File: config.mk
export PLATFORM = sky130hd
export DESIGN_NAME = hazard_fwd_unit
export DESIGN_NICKNAME = d
export VERILOG_FILES = /design/src/rtl/hazard_fwd_unit.sv
export SDC_FILE = /design/constraint.sdc
export NUM_CORES = 1
export LEC_CHECK = 0
export BUFFER_PORTS_ARGS = -buffer_cell sky130_fd_sc_hd__buf_2
export CORE_MARGIN = 2
export CORE_UTILIZATION = 53
export CTS_BUF_LIST = sky130_fd_sc_hd__clkbuf_2 sky130_fd_sc_hd__clkbuf_4 sky130_fd_sc_hd__clkbuf_8
export DETAILED_ROUTE_END_ITERATION = 8
export PLACE_DENSITY = 0.81
export SYNTH_ARGS = -nofsm -noshare
export SYNTH_HDL_FRONTEND = slang
export SYNTH_SLANG_ARGS = --single-unit
File: constraint.sdc
create_clock -name clk -period 2.5 [get_ports clk]
set_clock_uncertainty 0.1 [all_clocks]
set_input_delay 0.125 -clock clk [delete_from_list [all_inputs] [get_ports clk]]
set_output_delay 0.125 -clock clk [all_outputs]
set_load 0.01 [all_outputs]
File: src/rtl/hazard_fwd_unit.sv
`default_nettype none
// +----------------------------------------------------------------------------+
// | hazard_fwd_unit: operand forwarding select and load-use stall detection.   |
// | Rev 1.0 - initial release                                                  |
// +----------------------------------------------------------------------------+
module hazard_fwd_unit #(
    parameter int CNT_W = 32
) (
    input  logic             clk,
    input  logic             resetn,
    input  logic             id_valid,
    input  logic [4:0]       id_rj,
    input  logic [4:0]       id_rk,
    input  logic             id_rj_used,
    input  logic             id_rk_used,
    input  logic [4:0]       id_dest,
    input  logic             id_we,
    input  logic             id_is_load,
    input  logic             pipe_hold,
    input  logic             flush,
    input  logic             stall_cnt_clr,
    output logic [2:0]       fwd_rj_ctrl,
    output logic [2:0]       fwd_rk_ctrl,
    output logic             ld_use_stall,
    output logic [CNT_W-1:0] stall_cnt
);

    localparam logic [2:0] C_FWD_GR      = 3'd0;
    localparam logic [2:0] C_FWD_EX      = 3'd1;
    localparam logic [2:0] C_FWD_MM1     = 3'd2;
    localparam logic [2:0] C_FWD_MM2_REG = 3'd3;
    localparam logic [2:0] C_FWD_MM2_MEM = 3'd4;
    localparam logic [2:0] C_FWD_WB      = 3'd5;

    typedef struct packed {
        logic       valid;
        logic       we;
        logic [4:0] dest;
        logic       is_load;
    } tag_t;

    tag_t             r_ex;
    tag_t             r_mm1;
    tag_t             r_mm2;
    tag_t             r_wb;
    logic [CNT_W-1:0] r_stall_cnt;

    logic             w_rj_ld_hit;
    logic             w_rk_ld_hit;
    logic             w_stall;
    logic [2:0]       w_rj_sel;
    logic [2:0]       w_rk_sel;
    tag_t             w_ex_next;

    function automatic logic tag_hit(input tag_t t, input logic [4:0] s, input logic used);
        return t.valid && t.we && (t.dest != 5'd0) && (t.dest == s) && used;
    endfunction

    // Oldest stage evaluated first so younger matches override it.
    function automatic logic [2:0] src_sel(input logic [4:0] s, input logic used,
                                           input tag_t ex, input tag_t mm1,
                                           input tag_t mm2, input tag_t wb);
        logic [2:0] sel;
        sel = C_FWD_GR;
        if (tag_hit(wb, s, used))
            sel = C_FWD_WB;
        if (tag_hit(mm2, s, used))
            sel = mm2.is_load ? C_FWD_MM2_MEM : C_FWD_MM2_REG;
        if (tag_hit(mm1, s, used))
            sel = mm1.is_load ? C_FWD_GR : C_FWD_MM1;
        if (tag_hit(ex, s, used))
            sel = ex.is_load ? C_FWD_GR : C_FWD_EX;
        return sel;
    endfunction

    assign w_rj_ld_hit = (tag_hit(r_ex, id_rj, id_rj_used) && r_ex.is_load) ||
                         (tag_hit(r_mm1, id_rj, id_rj_used) && r_mm1.is_load);
    assign w_rk_ld_hit = (tag_hit(r_ex, id_rk, id_rk_used) && r_ex.is_load) ||
                         (tag_hit(r_mm1, id_rk, id_rk_used) && r_mm1.is_load);
    assign w_stall     = id_valid && !flush && (w_rj_ld_hit || w_rk_ld_hit);

    assign w_rj_sel = src_sel(id_rj, id_rj_used, r_ex, r_mm1, r_mm2, r_wb);
    assign w_rk_sel = src_sel(id_rk, id_rk_used, r_ex, r_mm1, r_mm2, r_wb);

    assign fwd_rj_ctrl  = w_stall ? C_FWD_GR : w_rj_sel;
    assign fwd_rk_ctrl  = w_stall ? C_FWD_GR : w_rk_sel;
    assign ld_use_stall = w_stall;
    assign stall_cnt    = r_stall_cnt;

    always_comb begin
        w_ex_next = '0;
        if (id_valid && !w_stall && !flush) begin
            w_ex_next.valid   = 1'b1;
            w_ex_next.we      = id_we;
            w_ex_next.dest    = id_dest;
            w_ex_next.is_load = id_is_load;
        end
    end

    always_ff @(posedge clk or negedge resetn) begin
        if (!resetn) begin
            r_ex  <= '0;
            r_mm1 <= '0;
            r_mm2 <= '0;
            r_wb  <= '0;
        end else if (!pipe_hold) begin
            r_wb  <= r_mm2;
            r_mm2 <= r_mm1;
            r_mm1 <= r_ex;
            r_ex  <= w_ex_next;
        end
    end

    // Clear has priority; increment saturates at all-ones.
    always_ff @(posedge clk or negedge resetn) begin
        if (!resetn)
            r_stall_cnt <= '0;
        else if (stall_cnt_clr)
            r_stall_cnt <= '0;
        else if (w_stall && !pipe_hold && (r_stall_cnt != {CNT_W{1'b1}}))
            r_stall_cnt <= r_stall_cnt + 1'b1;
    end

endmodule
`default_nettype wire

After elaboration in Yosys (flattened, before gate mapping)

Index checks and enable logic that the tools add are counted.

Add/subtract/negate cells: 1
Multiplexer cells: 16
Equal/unequal tests: 9
Reduce and logical (&&, ||, !) cells: 45

Operators by type and width:

| kind                  | number |
|---|---|
| $mux 32               | 2 |
| $eq 5x5->1            | 8 |
| $logic_and 1x1->1     | 34 |
| $mux 3                | 11 |
| $add 32x1->32 const B | 1 |
| $ne 32x32->1 const B  | 1 |
| $reduce_bool 5->1     | 4 |
| $mux 8                | 1 |
| $logic_not 1->1       | 3 |
| $logic_or 1x1->1      | 3 |
| $mux 2                | 1 |
| $reduce_bool 2->1     | 1 |
| $mux 1                | 1 |

Bits of input ports: 25
Bits in registers: 63
Output and inout port bits: 39
Logic and storage cells: 87

Longest topological paths before layout

Gate-level depths: netlist of the first run.

Depth after elaboration: 12
Gate-level depth with buffers: 10
Depth with buffers taken out: 8

Least setup slack after synthesis of the first run

Ideal clock, no wire load.

Path type: register -> output
From: register r_ex[2] (netlist bit)
To: output port fwd_rj_ctrl[2]
Required time: 2.275 ns
Setup slack: 0.073 ns
Data arrival time: 2.202 ns
Path buffers: 0
Cell stages (with the launch flop): 8
Cells stage by stage: dfrtp_1 or4_1 nor2_2 nor3_2 o21a_2 o21ba_2 or2_1 nor3_1

Word-level cells in the longest chain between the ends: 9
Elaborated cells on any way between the ends: 16
Those cells by class: eq/ne (2); mux (2); reduce/logical (12)

Ends and longest elaborated chain:

| element                              | line   | source |
|---|---|---|
| start, declared                      | 42     | `tag_t r_ex;` |
| start signal, assigned               | 110    | `r_ex <= w_ex_next;` |
| $reduce_bool 5->1                    | 56     | `return t.valid && t.we && (t.dest != 5'd0) && (t.dest == s) && used;` |
| $logic_and 1x1->1 (3 in series)      | 56     |  |
| $logic_and 1x1->1 (on tied branches) | 76, 78 |  |
| $logic_or 1x1->1 (on tied branches)  | 76, 78 |  |
| $logic_or 1x1->1 *                   | 80     | `assign w_stall = id_valid && !flush && (w_rj_ld_hit \|\| w_rk_ld_hit);` |
| $logic_and 1x1->1 *                  | 80     |  |
| via ld_use_stall                     | 24     | `output logic ld_use_stall,` |
| $mux 3 *                             | 85     | `assign fwd_rj_ctrl = w_stall ? C_FWD_GR : w_rj_sel;` |
| end, declared                        | 22     | `output logic [2:0] fwd_rj_ctrl,` |

Mark *: on every way through the listed nets, which the timed path passes. The rest lies on a longest branch.

Worst setup path in the final report of the first run

From: register r_ex[3] (netlist bit)
To: output port fwd_rj_ctrl[2]

Word-level cells in the longest chain between the ends: 9
Elaborated cells on any way between the ends: 16
Those cells by class: eq/ne (2); mux (2); reduce/logical (12)

Ends and longest elaborated chain:

| element                              | line |
|---|---|
| $reduce_bool 5->1                    | 56 |
| $logic_and 1x1->1 (3 in series)      | 56 |
| $logic_and 1x1->1 (on tied branches) | 76, 78 |
| $logic_or 1x1->1 (on tied branches)  | 76, 78 |
| $logic_or 1x1->1                     | 80 |
| $logic_and 1x1->1                    | 80 |
| $mux 3 *                             | 85 |

Mark *: on every way between the ends. The rest lies on a longest branch, timed or not.

==> results.cfg, run 1 <==
[synthesis]
yosys-top-cells-area = dfrtp_1, mux2_2, xnor2_1
ys_async_sr_fraction_pct = 100.0
yosysTopAreaCellShare_pct = 42.54
syn-cell-area_sq_um = 3706
synthDistinctLibCells = 44
synth_warnings = 0
syn-instance-count = 377
avgSynthCellArea_sq_um = 9.830
ys.flop_type = dfrtp_1
yosysSeqAreaShare_pct = 42.54
ys_ff_latch = 63
synth_nets = 403
synth_edf_count = 0
synth_top_area_cell = dfrtp_1

[detailed_routing]
drt_first_iter_violations = 161
vias_per_cell = 5.917
ant_nets = 0
post_drt_wl_per_cell_microns = 17.31
wl_microns = 10270
drc = 0
vias = 3509
dr.pass1.iters = 4

[cts]
numCtsBuffers = 9
cts_max_level = 3
cts-root-buf = clkbuf_8
cts_sinks = 63
clk_transition_reported_paths_ns = 0.07
clock_path_buffers = 2
cts_tree = yes
clkLatencyLatePin_ns = 0.35

[cells_and_area]
final_cell_mix = buf_2, dfrtp_1, buf_4
final_cells = 593
design_area_sq_um = 4970
layout_commonest_cell = buf_2
drive_above_1_share_pct = 41.05
antenna_cells = 0
nFillCells = 481
area_growth_pct = 34.10
final_util_pct = 73.15
finish.net_count = 519

[setup_path]
crit_end = fwd_rj_ctrl[2]
slowest_stage = or4_4
worst-path-stages = 8
path_delay_family = simple AND/OR/NAND/NOR gates
path_buf_inv = 1
crit_fanout = 4
rrSetupSlack_ns = -0.19
worst_setup_path_start_kind = flip-flop
startpoint = r_ex[3]$_DFFE_PN0N_
cp.arrival_ns = 2.53
critPathMaxStageDelay_ns = 0.55
critPathKind = reg -> out
cp.required_ns = 2.28
ff2ff_path_depth = 10
r2r_end = stall_cnt[21]$_DFFE_PN0P_
crit_path_cell_trace = or4_4 -> nor2_4 -> nor3_2 -> o21a_2 -> o21ba_4 -> or2_4 -> nor3_4 -> buf_2
worstSetupEndpointType = primary output
rr_startpoint = r_ex[3]$_DFFE_PN0N_

[flow_run]
maxCapViolCount = 0

[global_route]
grt_overflow = 0
grt_use_total_pct = 26.96
grt_pass1_wl_microns = 16010
grt_max_degree = 38
antenna_found_initial = 0
grt_pass1_vias = 3286

[sta]
hold_viol_final = 0
tightest_slew_ns = 0.7828
tns_ns = -4.385
max_slew_margin_pct = 47.81
fin_ws_ns = -0.2544
setup_viol = 34
min_period_ns = 2.754
drv_slew = 0
rsz0062_at_grt = true
fin_crit_sh_pct = 110.2
fmax_ghz = 0.3631

[die]
row_count = 30
ios = 64
core_sq_um = 6794
die_y_microns = 87.62
dieArea_sq_um = 7677
start_util_pct = 54.55
die_w_microns = 87.62

[run_status]
status = complete, but fails checks
violations = negative setup slack

[power_and_ir_drop]
pwr_density_cell_nw_per_um2 = 486.4
irDropWorstVdd_v = 0.0003975
leakage_nw = 2.261

[place]
gp_congestion = 0.9121
placed_area_sq_um = 4334
place_inst = 554
dp_hpwl_microns = 6855
port_buffers = 63

[worst_hold_path]
hold_path_class = in -> reg
routing by layer:
metal,up-vias,track usage [%],part of all wire (%)
met5,-,0,0
met3,21,3.770,6.0
met1,1702,33.84,40
li1,1634,-,-
met2,152,47.11,52
met4,0,10.35,2.4
stage by stage:
stage / total power [mW] / hold WS (ns) / worst slack [ns]
6_report: 2.418 / 0.05374 / -0.2544
5_1_grt: 2.506 / 0.05832 / -0.3820
4_1_cts: 2.404 / 0.05423 / -0.2212
3_5_place_dp: 1.407 / -0.02567 / 0.007036
3_3_place_gp: 1.395 / -0.03022 / 0.05098
2_1_floorplan: 1.283 / -0.2706 / 0.07272
worst register-to-register path, delay by kind of cell, from the launching register on:
| family | cells | cell delay [ns] |
|---|---|---|
| flops | 1 | 0.39 |
| buf+inv | 3 | 0.46 |
| mux | 1 | 0.32 |
| simple gates | 4 | 0.78 |
| compound gates | 2 | 0.54 |
state kept, by name (all words and copies together), names as in the netlist:
name,flops
stall_cnt,32
r_ex,8
r_wb,7
r_mm1,8
r_mm2,8
what timing repair did:
| action | 4_1_cts | 5_1_grt |
|---|---|---|
| hold buffers | 8 | 0 |
| hold endpoints to repair | 23 | 0 |
| gates resized for setup | 14 | 35 |
| buffers inserted | 5 | 10 |
| gates cloned | 0 | 1 |
| pin swaps | 25 | 20 |
| setup endpoints to repair | 9 | 38 |
area by class of cell:
type | instances | area [sq um] | area share (%)
clock inverter | 4 | 70.07 | 1.410
tap | 96 | 120.1 | 2.417
inverter | 6 | 22.52 | 0.4532
timing repair buffer | 123 | 818.3 | 16.47
clock buffer | 11 | 145.1 | 2.920
multi-input combinational | 290 | 2217 | 44.61
sequential | 63 | 1577 | 31.72
cells in the mapped netlist, types with 8 or more instances:
library cell,number
mux2_2,22
nand4_1,17
dfrtp_1,63
or3_1,17
nand3_1,16
nand2_1,16
o21ai_0,13
clkbuf_1,10
a21oi_1,28
xor2_1,14
or4_1,13
o21ai_1,8
nor3_1,9
xnor2_1,28
nor4_1,9
nor2_1,16
power breakdown:
part / internal (mW) / switching (mW)
combinational: 0.157 / 0.151
sequential: 1.06 / 0.0513
clock: 0.591 / 0.404
total: 1.81 / 0.606
worst min path at each step:
stage / from / end / slack, ns / depth (start not counted)
finish: pipe_hold / r_mm2[6]$_DFFE_PN0N_ / 0.05 / 2
global route: pipe_hold / r_mm1[7]$_DFFE_PN0N_ / 0.06 / 2
CTS: pipe_hold / r_mm2[6]$_DFFE_PN0N_ / 0.05 / 2
detailed placement: resetn / stall_cnt[19]$_DFFE_PN0P_ / -0.03 / 1
global placement: resetn / stall_cnt[19]$_DFFE_PN0P_ / -0.03 / 1
floorplan: resetn / r_ex[0]$_DFFE_PN0N_ / -0.27 / 0
kinds of logic after synthesis:
kind of cell | Yosys count | share of synthesized area [%]
muxes | 28 | 8.407
and+or+nand+nor | 144 | 22.52
AOI/OAI and AO/OA | 75 | 13.23
DFF | 63 | 42.54
xor gates and xnor gates | 42 | 9.926
buffers and inverters | 24 | 3.039
adders and majority gates | 1 | 0.3376
Power figures use the tool's default switching activity.
==> inputs of run 2 (changes only) <==
Settings changed: CORE_ASPECT_RATIO from default to 1.75.
==> run 2 against run 1 <==
Compared with the run above:
- the flow still finishes with violations (negative setup slack)
- flip-flop and latch count stayed put
- combinational power is 6% higher
- final cell count is 0.51% higher
==> results.cfg, run 2 (same netlist as run 1, synthesis figures left out) <==
[detailed_routing]
wl_microns = 12630
drt_first_iter_violations = 367
ant_nets = 0
post_drt_wl_per_cell_microns = 21.20
vias_per_cell = 6.461
dr.pass1.iters = 6
drc = 0
vias = 3851

[global_route]
met1_usage_pct = 30.60
grt-busiest-layer = met2
antenna_found_initial = 0
grt_overflow = 0
grt_max_degree = 38
use_met3_pct = 5.703
grt_pass1_wl_microns = 16950
met2_usage_pct = 53.27
grt_pass1_vias = 3489
grt_use_total_pct = 29.49

[place]
dp_hpwl_microns = 7588
port_buffers = 63
gp_congestion = 0.9331

[cells_and_area]
layout_commonest_cell = buf_2
antenna_cells = 0
area_growth_pct = 44.09
final_util_pct = 78.46
finish.net_count = 533
drive_above_1_share_pct = 48.83
final_cell_mix = buf_2, dfrtp_1, buf_4
largest_reg_flops = 32

[sta]
fin_ws_ns = -0.2256
drv_slew = 0
tns_ns = -3.629
fmax_ghz = 0.3669
min_period_ns = 2.726
tightest_slew_ns = 0.8661
setup_viol = 33
max_slew_margin_pct = 42.26
rsz0062_at_grt = true
fin_crit_sh_pct = 109.0
hold_viol_final = 0

[worst_hold_path]
hold_path_class = in -> reg
hold_depth = 3

[die]
ios = 64
start_util_pct = 54.45
row_count = 40
die_y_microns = 114.6
dieArea_sq_um = 7704
core_sq_um = 6807
die_w_microns = 67.21

[power_and_ir_drop]
leakage_nw = 2.402
clkPwrFrac_pct = 37.7
internal_power_mw = 1.688
p_sw_share_pct = 27.29
irDropWorstVdd_v = 0.0005530
power_frac_seq_pct = 48.3
combPwrFrac_pct = 14.0
pwr_density_cell_nw_per_um2 = 434.8
switchingPower_mw = 0.6337

[run_status]
status = complete, but fails checks
violations = negative setup slack

[setup_path]
critPathKind = reg -> out
cp.required_ns = 2.28
worst_setup_path_start_kind = flip-flop
crit_fanout = 4
worstSetupEndpointType = primary output
ff2ff_path_depth = 10
cp.arrival_ns = 2.50

[cts]
cts_sinks = 63
cts_max_level = 3
clkLatencyLatePin_ns = 0.35
cts_tree = yes
clock_path_buffers = 2
clk_transition_reported_paths_ns = 0.07
numCtsBuffers = 9
cts-root-buf = clkbuf_8

[flow_run]
maxCapViolCount = 0
[run 2: changes by cell type in the layout (fill, tap and decap cells not counted), moves of 3 or more]
cell     before  now
buf_6         6   14
buf_4        44   47
or3_1        13    5
a21oi_2      14   19
a21oi_1      14    8
or3_4         4   12
o31ai_1       6    1
o21ai_0      12    7
nor4_4        0    3
o31ai_4       0    3
o21ai_2       0    3
[run 2: worst paths after layout]
path / from / end / slack (ns)
max reg2reg: r_mm1[2]$_DFFE_PN0N_ / stall_cnt[27]$_DFFE_PN0P_ / -0.18
max in group asynchronous: resetn / r_mm1[2]$_DFFE_PN0N_ / 1.24
min reg2reg: r_ex[7]$_DFFE_PN0N_ / r_ex[7]$_DFFE_PN0N_ / 0.46
min: pipe_hold / r_mm1[0]$_DFFE_PN0N_ / 0.09
min in group asynchronous: resetn / stall_cnt[16]$_DFFE_PN0P_ / 0.25
max: r_mm1[3]$_DFFE_PN0N_ / fwd_rk_ctrl[2] / -0.23
[run 2: power groups by stage]
stage                     sequential (mW)  combinational, mW  clock, mW
final                                1.12              0.325      0.874
after global routing                 1.12              0.349      0.925
after CTS                            1.12              0.296      0.881
after detailed placement             1.14              0.274          0
after global placement               1.13              0.264          0
after floorplan                      1.12              0.160          0
[run 2: routing by layer]
metal	wire, microns	up-vias	part of all wire [%]
met2	6864	214	54
met1	4328	1907	34
met3	645	65	5.1
met5	0	-	0
met4	796	0	6.3
li1	-	1665	-
[run 2: worst max-delay path, stage by stage, from the launching register on]
cell and delay (ns):
dfrtp_1 0.41, or3_1 0.37, o311a_1 0.42, o211a_4 0.17, o21ba_4 0.23, buf_6 0.13, nor4_4 0.26, buf_2 0.17
[run 2: cell type report]
| cell class | instances | area (sq um) |
|---|---|---|
| tap | 84 | 105.1 |
| inverter | 6 | 22.52 |
| timing repair buffer | 136 | 1006 |
| clock inverter | 2 | 13.76 |
| clock buffer | 14 | 180.2 |
| fill | 421 | 1466 |
| multi-input combinational | 291 | 2434 |
| sequential | 63 | 1579 |
[run 2: what timing repair did]
action                                  in CTS  in global routing
hold endpoints to repair                    34                  0
pin swaps                                   15                 59
endpoints found under the setup margin       7                 36
setup buffers                                8                 17
gates resized for setup                     14                 93
hold buffers                                 8                  0
cloned                                       0                  4
[run 2: stage by stage]
| step | power [mW] | instance area (sq um) | cells | setup slack [ns] | hold slack [ns] |
|---|---|---|---|---|---|
| 5_1_grt | 2.397 | 5340 | 596 | -0.3045 | 0.1082 |
| 3_3_place_gp | 1.398 | 4347 | 544 | 0.01454 | 0.09442 |
| 3_5_place_dp | 1.411 | 4347 | 544 | -0.02113 | 0.1062 |
| 2_1_floorplan | 1.283 | 3706 | 377 | 0.07272 | -0.2706 |
| 6_report | 2.322 | 5340 | 596 | -0.2256 | 0.08721 |
| 4_1_cts | 2.293 | 4742 | 576 | -0.2353 | 0.07212 |
